<file path="src/rtl/decode_pkg.sv">
// Shared encodings for the RV32I/RV32IM decode stage: opcode/funct constants,
// control enums and the decoded control bundle.
package decode_pkg;

  localparam logic [6:0] OPC_LOAD     = 7'b0000011;
  localparam logic [6:0] OPC_MISC_MEM = 7'b0001111;
  localparam logic [6:0] OPC_OP_IMM   = 7'b0010011;
  localparam logic [6:0] OPC_AUIPC    = 7'b0010111;
  localparam logic [6:0] OPC_STORE    = 7'b0100011;
  localparam logic [6:0] OPC_OP       = 7'b0110011;
  localparam logic [6:0] OPC_LUI      = 7'b0110111;
  localparam logic [6:0] OPC_BRANCH   = 7'b1100011;
  localparam logic [6:0] OPC_JALR     = 7'b1100111;
  localparam logic [6:0] OPC_JAL      = 7'b1101111;

  localparam logic [2:0] F3_ADD_SUB = 3'b000;
  localparam logic [2:0] F3_SLL     = 3'b001;
  localparam logic [2:0] F3_SRL_SRA = 3'b101;
  localparam logic [2:0] F3_BEQ     = 3'b000;
  localparam logic [2:0] F3_BNE     = 3'b001;
  localparam logic [2:0] F3_BLT     = 3'b100;
  localparam logic [2:0] F3_BGE     = 3'b101;
  localparam logic [2:0] F3_BLTU    = 3'b110;
  localparam logic [2:0] F3_BGEU    = 3'b111;

  localparam logic [6:0] F7_BASE   = 7'b0000000;
  localparam logic [6:0] F7_ALT    = 7'b0100000;
  localparam logic [6:0] F7_MULDIV = 7'b0000001;

  typedef enum logic [4:0] {
    ALU_ADD, ALU_SUB, ALU_SLL, ALU_SLT, ALU_SLTU, ALU_XOR, ALU_SRL, ALU_SRA,
    ALU_OR, ALU_AND, ALU_MUL, ALU_MULH, ALU_MULHSU, ALU_MULHU,
    ALU_DIV, ALU_DIVU, ALU_REM, ALU_REMU
  } alu_op_e;

  typedef enum logic [1:0] {OP1_RS1, OP1_PC, OP1_IMM, OP1_ZERO} op1_src_e;
  typedef enum logic [2:0] {OP2_RS2, OP2_IMM, OP2_FOUR, OP2_TWELVE, OP2_UPPER_IMM} op2_src_e;
  typedef enum logic {PCSRC_PC, PCSRC_RS1} pc_src_e;
  typedef enum logic [1:0] {NPC_NOT_BRANCH, NPC_ALWAYS, NPC_ON_ZERO, NPC_ON_NOT_ZERO} next_pc_e;
  typedef enum logic {WB_ALU, WB_RAM} wb_src_e;
  typedef enum logic [1:0] {MEM_BYTE, MEM_HALF, MEM_WORD, MEM_DOUBLE} mem_size_e;

  // imm and pc are width-parametrised, so they travel beside this bundle.
  typedef struct packed {
    logic [4:0] rs1;
    logic [4:0] rs2;
    logic [4:0] rd;
    alu_op_e    alu_op;
    op1_src_e   op1_src;
    op2_src_e   op2_src;
    pc_src_e    pc_op1_src;
    next_pc_e   next_pc;
    wb_src_e    wb_src;
    logic       reg_wr_en;
    logic       ram_wr_en;
    mem_size_e  mem_size;
    logic       mem_unsigned;
    logic       illegal;
  } decode_bundle_t;

  function automatic alu_op_e alu_base(input logic [2:0] f3, input logic alt);
    case (f3)
      3'b000:  return alt ? ALU_SUB : ALU_ADD;
      3'b001:  return ALU_SLL;
      3'b010:  return ALU_SLT;
      3'b011:  return ALU_SLTU;
      3'b100:  return ALU_XOR;
      3'b101:  return alt ? ALU_SRA : ALU_SRL;
      3'b110:  return ALU_OR;
      default: return ALU_AND;
    endcase
  endfunction

  function automatic alu_op_e alu_muldiv(input logic [2:0] f3);
    case (f3)
      3'b000:  return ALU_MUL;
      3'b001:  return ALU_MULH;
      3'b010:  return ALU_MULHSU;
      3'b011:  return ALU_MULHU;
      3'b100:  return ALU_DIV;
      3'b101:  return ALU_DIVU;
      3'b110:  return ALU_REM;
      default: return ALU_REMU;
    endcase
  endfunction

endpackage

</file>
<file path="src/rtl/decode_comb.sv">
// Purely combinational instruction decoder: 32-bit instruction word to
// control bundle plus XLEN-wide immediate.
module decode_comb
  import decode_pkg::*;
#(
  parameter int XLEN     = 32,
  parameter bit ENABLE_M = 1'b1
) (
  input  logic [31:0]     instr,
  output decode_bundle_t  bundle,
  output logic [XLEN-1:0] imm
);

  logic [6:0]      opcode, funct7, shift_hi;
  logic [2:0]      funct3;
  logic [XLEN-1:0] imm_i, imm_s, imm_b, imm_j, imm_u, shamt;
  decode_bundle_t  nop, b;
  logic [XLEN-1:0] imm_sel;
  logic            ill;

  assign opcode = instr[6:0];
  assign funct3 = instr[14:12];
  assign funct7 = instr[31:25];
  assign imm_i  = XLEN'($signed(instr[31:20]));
  assign imm_s  = XLEN'($signed({instr[31:25], instr[11:7]}));
  assign imm_b  = XLEN'($signed({instr[31], instr[7], instr[30:25], instr[11:8], 1'b0}));
  assign imm_j  = XLEN'($signed({instr[31], instr[19:12], instr[20], instr[30:21], 1'b0}));
  assign imm_u  = XLEN'($signed({instr[31:12], 12'b0}));
  // At XLEN=64 bit 25 belongs to the shift amount, not to the funct7 check.
  assign shamt    = (XLEN == 64) ? XLEN'(instr[25:20]) : XLEN'(instr[24:20]);
  assign shift_hi = (XLEN == 64) ? {instr[31:26], 1'b0} : instr[31:25];

  always_comb begin
    nop = '0;
    nop.rs1 = instr[19:15];
    nop.rs2 = instr[24:20];
    nop.rd  = instr[11:7];
    b       = nop;
    imm_sel = '0;
    ill     = 1'b0;
    case (opcode)
      OPC_LUI, OPC_AUIPC: begin
        b.op1_src   = (opcode == OPC_LUI) ? OP1_ZERO : OP1_PC;
        b.op2_src   = OP2_UPPER_IMM;
        b.reg_wr_en = 1'b1;
        imm_sel     = imm_u;
      end
      OPC_JAL, OPC_JALR: begin
        b.op1_src    = OP1_PC;
        b.op2_src    = OP2_FOUR;
        b.pc_op1_src = (opcode == OPC_JAL) ? PCSRC_PC : PCSRC_RS1;
        b.next_pc    = NPC_ALWAYS;
        b.reg_wr_en  = 1'b1;
        imm_sel      = (opcode == OPC_JAL) ? imm_j : imm_i;
      end
      OPC_BRANCH: begin
        imm_sel = imm_b;
        case (funct3)
          F3_BEQ:  begin b.alu_op = ALU_SUB;  b.next_pc = NPC_ON_ZERO;     end
          F3_BNE:  begin b.alu_op = ALU_SUB;  b.next_pc = NPC_ON_NOT_ZERO; end
          F3_BLT:  begin b.alu_op = ALU_SLT;  b.next_pc = NPC_ON_NOT_ZERO; end
          F3_BGE:  begin b.alu_op = ALU_SLT;  b.next_pc = NPC_ON_ZERO;     end
          F3_BLTU: begin b.alu_op = ALU_SLTU; b.next_pc = NPC_ON_NOT_ZERO; end
          F3_BGEU: begin b.alu_op = ALU_SLTU; b.next_pc = NPC_ON_ZERO;     end
          default: ill = 1'b1;
        endcase
      end
      OPC_LOAD: begin
        b.op2_src      = OP2_IMM;
        b.wb_src       = WB_RAM;
        b.reg_wr_en    = 1'b1;
        b.mem_size     = mem_size_e'(funct3[1:0]);
        b.mem_unsigned = funct3[2];
        imm_sel        = imm_i;
        ill = (funct3 == 3'b111) || (XLEN == 32 && (funct3 == 3'b011 || funct3 == 3'b110));
      end
      OPC_STORE: begin
        b.op2_src   = OP2_IMM;
        b.ram_wr_en = 1'b1;
        b.mem_size  = mem_size_e'(funct3[1:0]);
        imm_sel     = imm_s;
        ill = funct3[2] || (XLEN == 32 && funct3 == 3'b011);
      end
      OPC_OP_IMM: begin
        b.op2_src   = OP2_IMM;
        b.reg_wr_en = 1'b1;
        if (funct3 == F3_SLL) begin
          b.alu_op = ALU_SLL;
          imm_sel  = shamt;
          ill      = (shift_hi != F7_BASE);
        end else if (funct3 == F3_SRL_SRA) begin
          b.alu_op = (shift_hi == F7_ALT) ? ALU_SRA : ALU_SRL;
          imm_sel  = shamt;
          ill      = (shift_hi != F7_BASE) && (shift_hi != F7_ALT);
        end else begin
          b.alu_op = alu_base(funct3, 1'b0);
          imm_sel  = imm_i;
        end
      end
      OPC_OP: begin
        b.reg_wr_en = 1'b1;
        if (funct7 == F7_BASE)
          b.alu_op = alu_base(funct3, 1'b0);
        else if (funct7 == F7_ALT && (funct3 == F3_ADD_SUB || funct3 == F3_SRL_SRA))
          b.alu_op = alu_base(funct3, 1'b1);
        else if (funct7 == F7_MULDIV && ENABLE_M)
          b.alu_op = alu_muldiv(funct3);
        else
          ill = 1'b1;
      end
      OPC_MISC_MEM: ;
      default: ill = 1'b1;
    endcase
    if (ill) begin
      b         = nop;
      b.illegal = 1'b1;
      imm_sel   = '0;
    end
    bundle = b;
    imm    = imm_sel;
  end

endmodule

</file>
<file path="src/rtl/decode_stage.sv">
// Registered decode stage: decoder feeding a 2-entry FIFO with valid/ready on
// both sides; outputs always present the head entry.
module decode_stage
  import decode_pkg::*;
#(
  parameter int XLEN     = 32,
  parameter int PC_W     = 32,
  parameter bit ENABLE_M = 1'b1
) (
  input  logic            clk,
  input  logic            rst,
  input  logic            flush,
  input  logic            in_valid,
  output logic            in_ready,
  input  logic [31:0]     in_instr,
  input  logic [PC_W-1:0] in_pc,
  output logic            out_valid,
  input  logic            out_ready,
  output logic [PC_W-1:0] out_pc,
  output logic [4:0]      rs1_address,
  output logic [4:0]      rs2_address,
  output logic [4:0]      rd_address,
  output logic [XLEN-1:0] imm,
  output logic [4:0]      alu_rd_operator,
  output logic [1:0]      alu_rd_operand1_src,
  output logic [2:0]      alu_rd_operand2_src,
  output logic            alu_pc_operand1_src,
  output logic [1:0]      next_pc_src,
  output logic            reg_write_data_src,
  output logic            reg_wr_en,
  output logic            ram_wr_en,
  output logic [1:0]      mem_size,
  output logic            mem_unsigned,
  output logic            illegal
);

  // Handshake: a transfer happens on a side exactly when its valid and ready
  // are both high at a rising clk edge; valid never depends on ready.
  decode_bundle_t  dec;
  decode_bundle_t  buf_ctl [2];
  logic [XLEN-1:0] dec_imm;
  logic [XLEN-1:0] buf_imm [2];
  logic [PC_W-1:0] buf_pc  [2];
  logic [1:0]      count, count_next;
  logic            push, pop, push_to_head;

  decode_comb #(.XLEN(XLEN), .ENABLE_M(ENABLE_M)) u_decode_comb (
    .instr  (in_instr),
    .bundle (dec),
    .imm    (dec_imm)
  );

  assign out_valid    = (count != 2'd0);
  assign push         = in_valid & in_ready;
  assign pop          = out_valid & out_ready;
  assign push_to_head = (count == 2'd0) || (count == 2'd1 && pop);
  assign count_next   = count + {1'b0, push} - {1'b0, pop};

  always_ff @(posedge clk) begin
    if (rst) begin
      count    <= 2'd0;
      in_ready <= 1'b1;
      for (int i = 0; i < 2; i++) begin
        buf_ctl[i] <= '0;
        buf_imm[i] <= '0;
        buf_pc[i]  <= '0;
      end
    end else if (flush) begin
      count    <= 2'd0;
      in_ready <= 1'b1;
    end else begin
      count    <= count_next;
      in_ready <= (count_next != 2'd2);
      if (pop) begin
        buf_ctl[0] <= buf_ctl[1];
        buf_imm[0] <= buf_imm[1];
        buf_pc[0]  <= buf_pc[1];
      end
      // A head write on push overrides the shift above (count 1, pop+push).
      if (push && push_to_head) begin
        buf_ctl[0] <= dec;
        buf_imm[0] <= dec_imm;
        buf_pc[0]  <= in_pc;
      end else if (push) begin
        buf_ctl[1] <= dec;
        buf_imm[1] <= dec_imm;
        buf_pc[1]  <= in_pc;
      end
    end
  end

  assign out_pc              = buf_pc[0];
  assign imm                 = buf_imm[0];
  assign rs1_address         = buf_ctl[0].rs1;
  assign rs2_address         = buf_ctl[0].rs2;
  assign rd_address          = buf_ctl[0].rd;
  assign alu_rd_operator     = buf_ctl[0].alu_op;
  assign alu_rd_operand1_src = buf_ctl[0].op1_src;
  assign alu_rd_operand2_src = buf_ctl[0].op2_src;
  assign alu_pc_operand1_src = buf_ctl[0].pc_op1_src;
  assign next_pc_src         = buf_ctl[0].next_pc;
  assign reg_write_data_src  = buf_ctl[0].wb_src;
  assign reg_wr_en           = buf_ctl[0].reg_wr_en;
  assign ram_wr_en           = buf_ctl[0].ram_wr_en;
  assign mem_size            = buf_ctl[0].mem_size;
  assign mem_unsigned        = buf_ctl[0].mem_unsigned;
  assign illegal             = buf_ctl[0].illegal;

endmodule

</file>
<file path="config.mk">
export PLATFORM = sky130hd
export DESIGN_NAME = decode_stage
export DESIGN_NICKNAME = d
export VERILOG_FILES = /design/src/rtl/decode_pkg.sv /design/src/rtl/decode_comb.sv /design/src/rtl/decode_stage.sv
export SDC_FILE = /design/constraint.sdc
export NUM_CORES = 1
export LEC_CHECK = 0
export ABC_AREA = 1
export CAP_MARGIN = 10
export CORE_MARGIN = 5
export CORE_UTILIZATION = 54
export DETAILED_ROUTE_END_ITERATION = 10
export PLACE_DENSITY = 0.87
export SETUP_SLACK_MARGIN = 0.2
export SLEW_MARGIN = 40
export SYNTH_ARGS = -nofsm -noshare
export SYNTH_HDL_FRONTEND = slang
export SYNTH_SLANG_ARGS = --single-unit
</file>
<file path="constraint.sdc">
create_clock -name clk -period 9.7 [get_ports clk]
set_input_delay 2.425 -clock clk [delete_from_list [all_inputs] [get_ports clk]]
set_output_delay 2.425 -clock clk [all_outputs]
set_load 0.02 [all_outputs]
</file>
==> run summary <==
placer's final routability congestion estimate - 0.9714
Core Area - 18020 um2
total number of placement rows - 49
post-synthesis sequential element count - 201
type of the setup path with the least slack - input port to register
total setup buffers inserted after CTS - 0
CTS buffer count - 21
outcome - finished, final reports clean
final number of setup-violating endpoints - 0
number of cells upsized or downsized after cts - 0
maximum fanout along the worst path - 53
number of unique standard cell types used by synthesis - 34
worst endpoint required time - 10.05 ns
post-layout util - 65.65%
clock transition at the registers of the reported paths - 0.06 ns
arrival time reported for the critical path endpoint - 5.26 ns
number of flops mapped to enable cells by yosys - 198
number of global-route vias before repair - 7004
final net count - 1120
Total Negative Setup Slacks - 0 ns
CTS tree - done
maximum clock path buffer count - 3
Die Y - 145.6 um
average detailed-routed wire length per instance - 18.36 um
Port Buf Inserts - 169
clock sink count - 201
number of nets still failing antenna checks after routing - 0
number of max-cap violations - 0
antenna violations before repair - 0
number of levels in the clock H-tree - 1
most common cell after layout, fill and taps aside - sky130_fd_sc_hd__edfxtp_1
total nets after synthesis - 1060
hold_buf cts - 0
detailed-routing iteration count for the pre-antenna-repair pass - 6
n_diodes - 0
time the worst path needs with I/O delays and setup - 4.915 ns
period utilisation layout - 50.67%
Worst Tran Pin Value - 0.7544 ns
fraction of final layout cells with drive strength greater than 1 - 6.061%
clock root buffer master - sky130_fd_sc_hd__clkbuf_16
worst hold path class - register to register
total number of vias - 7125
async set-reset flop share out of synthesis - 0%
via-per-instance ratio - 5.545
critical path startpoint category - input port
Routed Wire Length - 23.60 mm
initial core utilization - 55.12%
die outline area - 21210 um2
Worst slew margin - 49.65%
Final WS setup - 4.785 ns
max frequency - 0.2035 GHz
total half-perimeter wirelength after legalization and detailed placement - 16.10 mm
die outline width - 145.6 um
clk_lat worst skew - 0.48 ns
Leakage - 4.754 nW
synthesized netlist cell count - 983
residual DRC count - 0
sequential-to-total area share from yosys stat - 60.45%
first-pass GRT wire length - 37.40 mm
count of yosys warnings during synthesis - 0
total power divided by cell area - 181.3 nW/um2
top library cells by usage in the layout, fill and taps aside - sky130_fd_sc_hd__edfxtp_1 (198), sky130_fd_sc_hd__clkdlybuf4s50_1 (169), sky130_fd_sc_hd__nand2_1 (161)
count of boundary I/O pins - 170
total standard cell area after synthesis - 9936 um2
worst-case clock skew - 0.009619 ns
aggregate global routing overflow - 0
worst supply voltage drop on vdd - 112.3 uV
PnR Total Power - 2.146 mW
worst slack at placement - 4.282 ns
Final Slew Violations - 0
largest net degree at the start of global routing - 88
first-iteration detailed-routing DRC count - 696
setup repair after global routing missed its margin - false
per-instance average area after synthesis - 10.11 um2
top flip-flop cell by instance count after synthesis - sky130_fd_sc_hd__edfxtp_1
Final Hold Violating Endpoints - 0
Critical Path Sink Type - register
area added between synthesis and finish - 19.10%
GRT Util Overall - 21.47%
Worst Hold Slack - 0.5259 ns
[per-stage QoR]
step / instance area [um2] / instances
after floorplan: 9936 / 983
after global placement: 11070 / 1247
after detailed placement: 11110 / 1249
after CTS: 11830 / 1285
after global routing: 11830 / 1285
final: 11830 / 1285
[flip-flops by register name, summed over array words and instances, names as in the netlist]
name and count:
in_ready 1, count 2, buf_imm 64, buf_pc 64
buf_ctl 70
[final cells by class]
class	instances	area [um2]
Tap cell	229	286.5
Multi-Input combinational cell	553	2705
Inverter	89	337.8
Timing Repair Buffer	177	1779
Clock inverter	12	182.7
Fill cell	1352	6191
Clock buffer	24	536.8
Sequential cell	201	6006
[kinds of logic (layout without fill, tap and decap cells)]
group / count (synthesis) / in the layout / synth area share (%)
adders and majority gates: 8 / 8 / 1.007
xor gates and xnor gates: 2 / 2 / 0.1763
DFF: 201 / 201 / 60.45
buffers and inverters: 229 / 302 / 12.59
AOI/OAI and AO/OA: 159 / 159 / 9.533
and+or+nand+nor: 384 / 384 / 16.24
[power breakdown]
group,switching (mW),leakage (nW),internal [mW]
logic,0.156,2.34,0.102
clock network,0.317,0.347,0.528
registers,0.0173,2.07,1.03
total,0.491,4.75,1.66
[Yosys cell counts (7+ instances only)]
cell type	count	area, um2
sky130_fd_sc_hd__edfxtp_1	198	5946
sky130_fd_sc_hd__ha_1	8	100.1
sky130_fd_sc_hd__nand2_2	7	43.79
sky130_fd_sc_hd__inv_1	81	304.0
sky130_fd_sc_hd__buf_4	94	705.7
sky130_fd_sc_hd__o21ai_1	28	140.1
sky130_fd_sc_hd__nor2_1	139	521.8
sky130_fd_sc_hd__nand4_1	14	87.58
sky130_fd_sc_hd__nand3_1	50	250.2
sky130_fd_sc_hd__clkbuf_1	31	116.4
sky130_fd_sc_hd__buf_2	7	35.03
sky130_fd_sc_hd__a21oi_1	37	185.2
sky130_fd_sc_hd__o21ai_0	46	230.2
sky130_fd_sc_hd__o22ai_1	9	56.30
sky130_fd_sc_hd__o22a_1	33	289.0
sky130_fd_sc_hd__nand2_1	161	604.3
[worst paths after layout]
path	cells past startpoint	slack (ns)	startpoint	end
min reg2reg	2	0.53	buf_imm[0][36]	buf_imm[0][4]
max	11	4.78	rst	buf_pc[0][28]
max reg2reg	9	6.82	count[1]	buf_pc[0][28]
min	2	0.53	buf_imm[0][36]	buf_imm[0][4]
[critical path, cell delays in order]
cell and delay (ns):
sky130_fd_sc_hd__clkdlybuf4s50_1 0.41, sky130_fd_sc_hd__nor2_1 0.13, sky130_fd_sc_hd__inv_1 0.08, sky130_fd_sc_hd__nor2_1 0.12, sky130_fd_sc_hd__inv_1 0.10, sky130_fd_sc_hd__nand2_1 0.07, sky130_fd_sc_hd__buf_4 0.31, sky130_fd_sc_hd__clkinv_2 0.60
sky130_fd_sc_hd__buf_4 0.53, sky130_fd_sc_hd__nor2_1 0.25, sky130_fd_sc_hd__o22a_1 0.16
[per-layer routing]
metal | part of all wire (%) | wire length, um | GRT usage [%] | up-vias
li1 | - | - | - | 3369
met1 | 40 | 9488 | 29.87 | 3298
met5 | 0 | 0 | 0 | -
met2 | 47 | 10990 | 34.25 | 408
met3 | 10 | 2429 | 4.391 | 50
met4 | 2.9 | 688 | 6.763 | 0
Note: power is estimated with default switching activity, not from simulation.
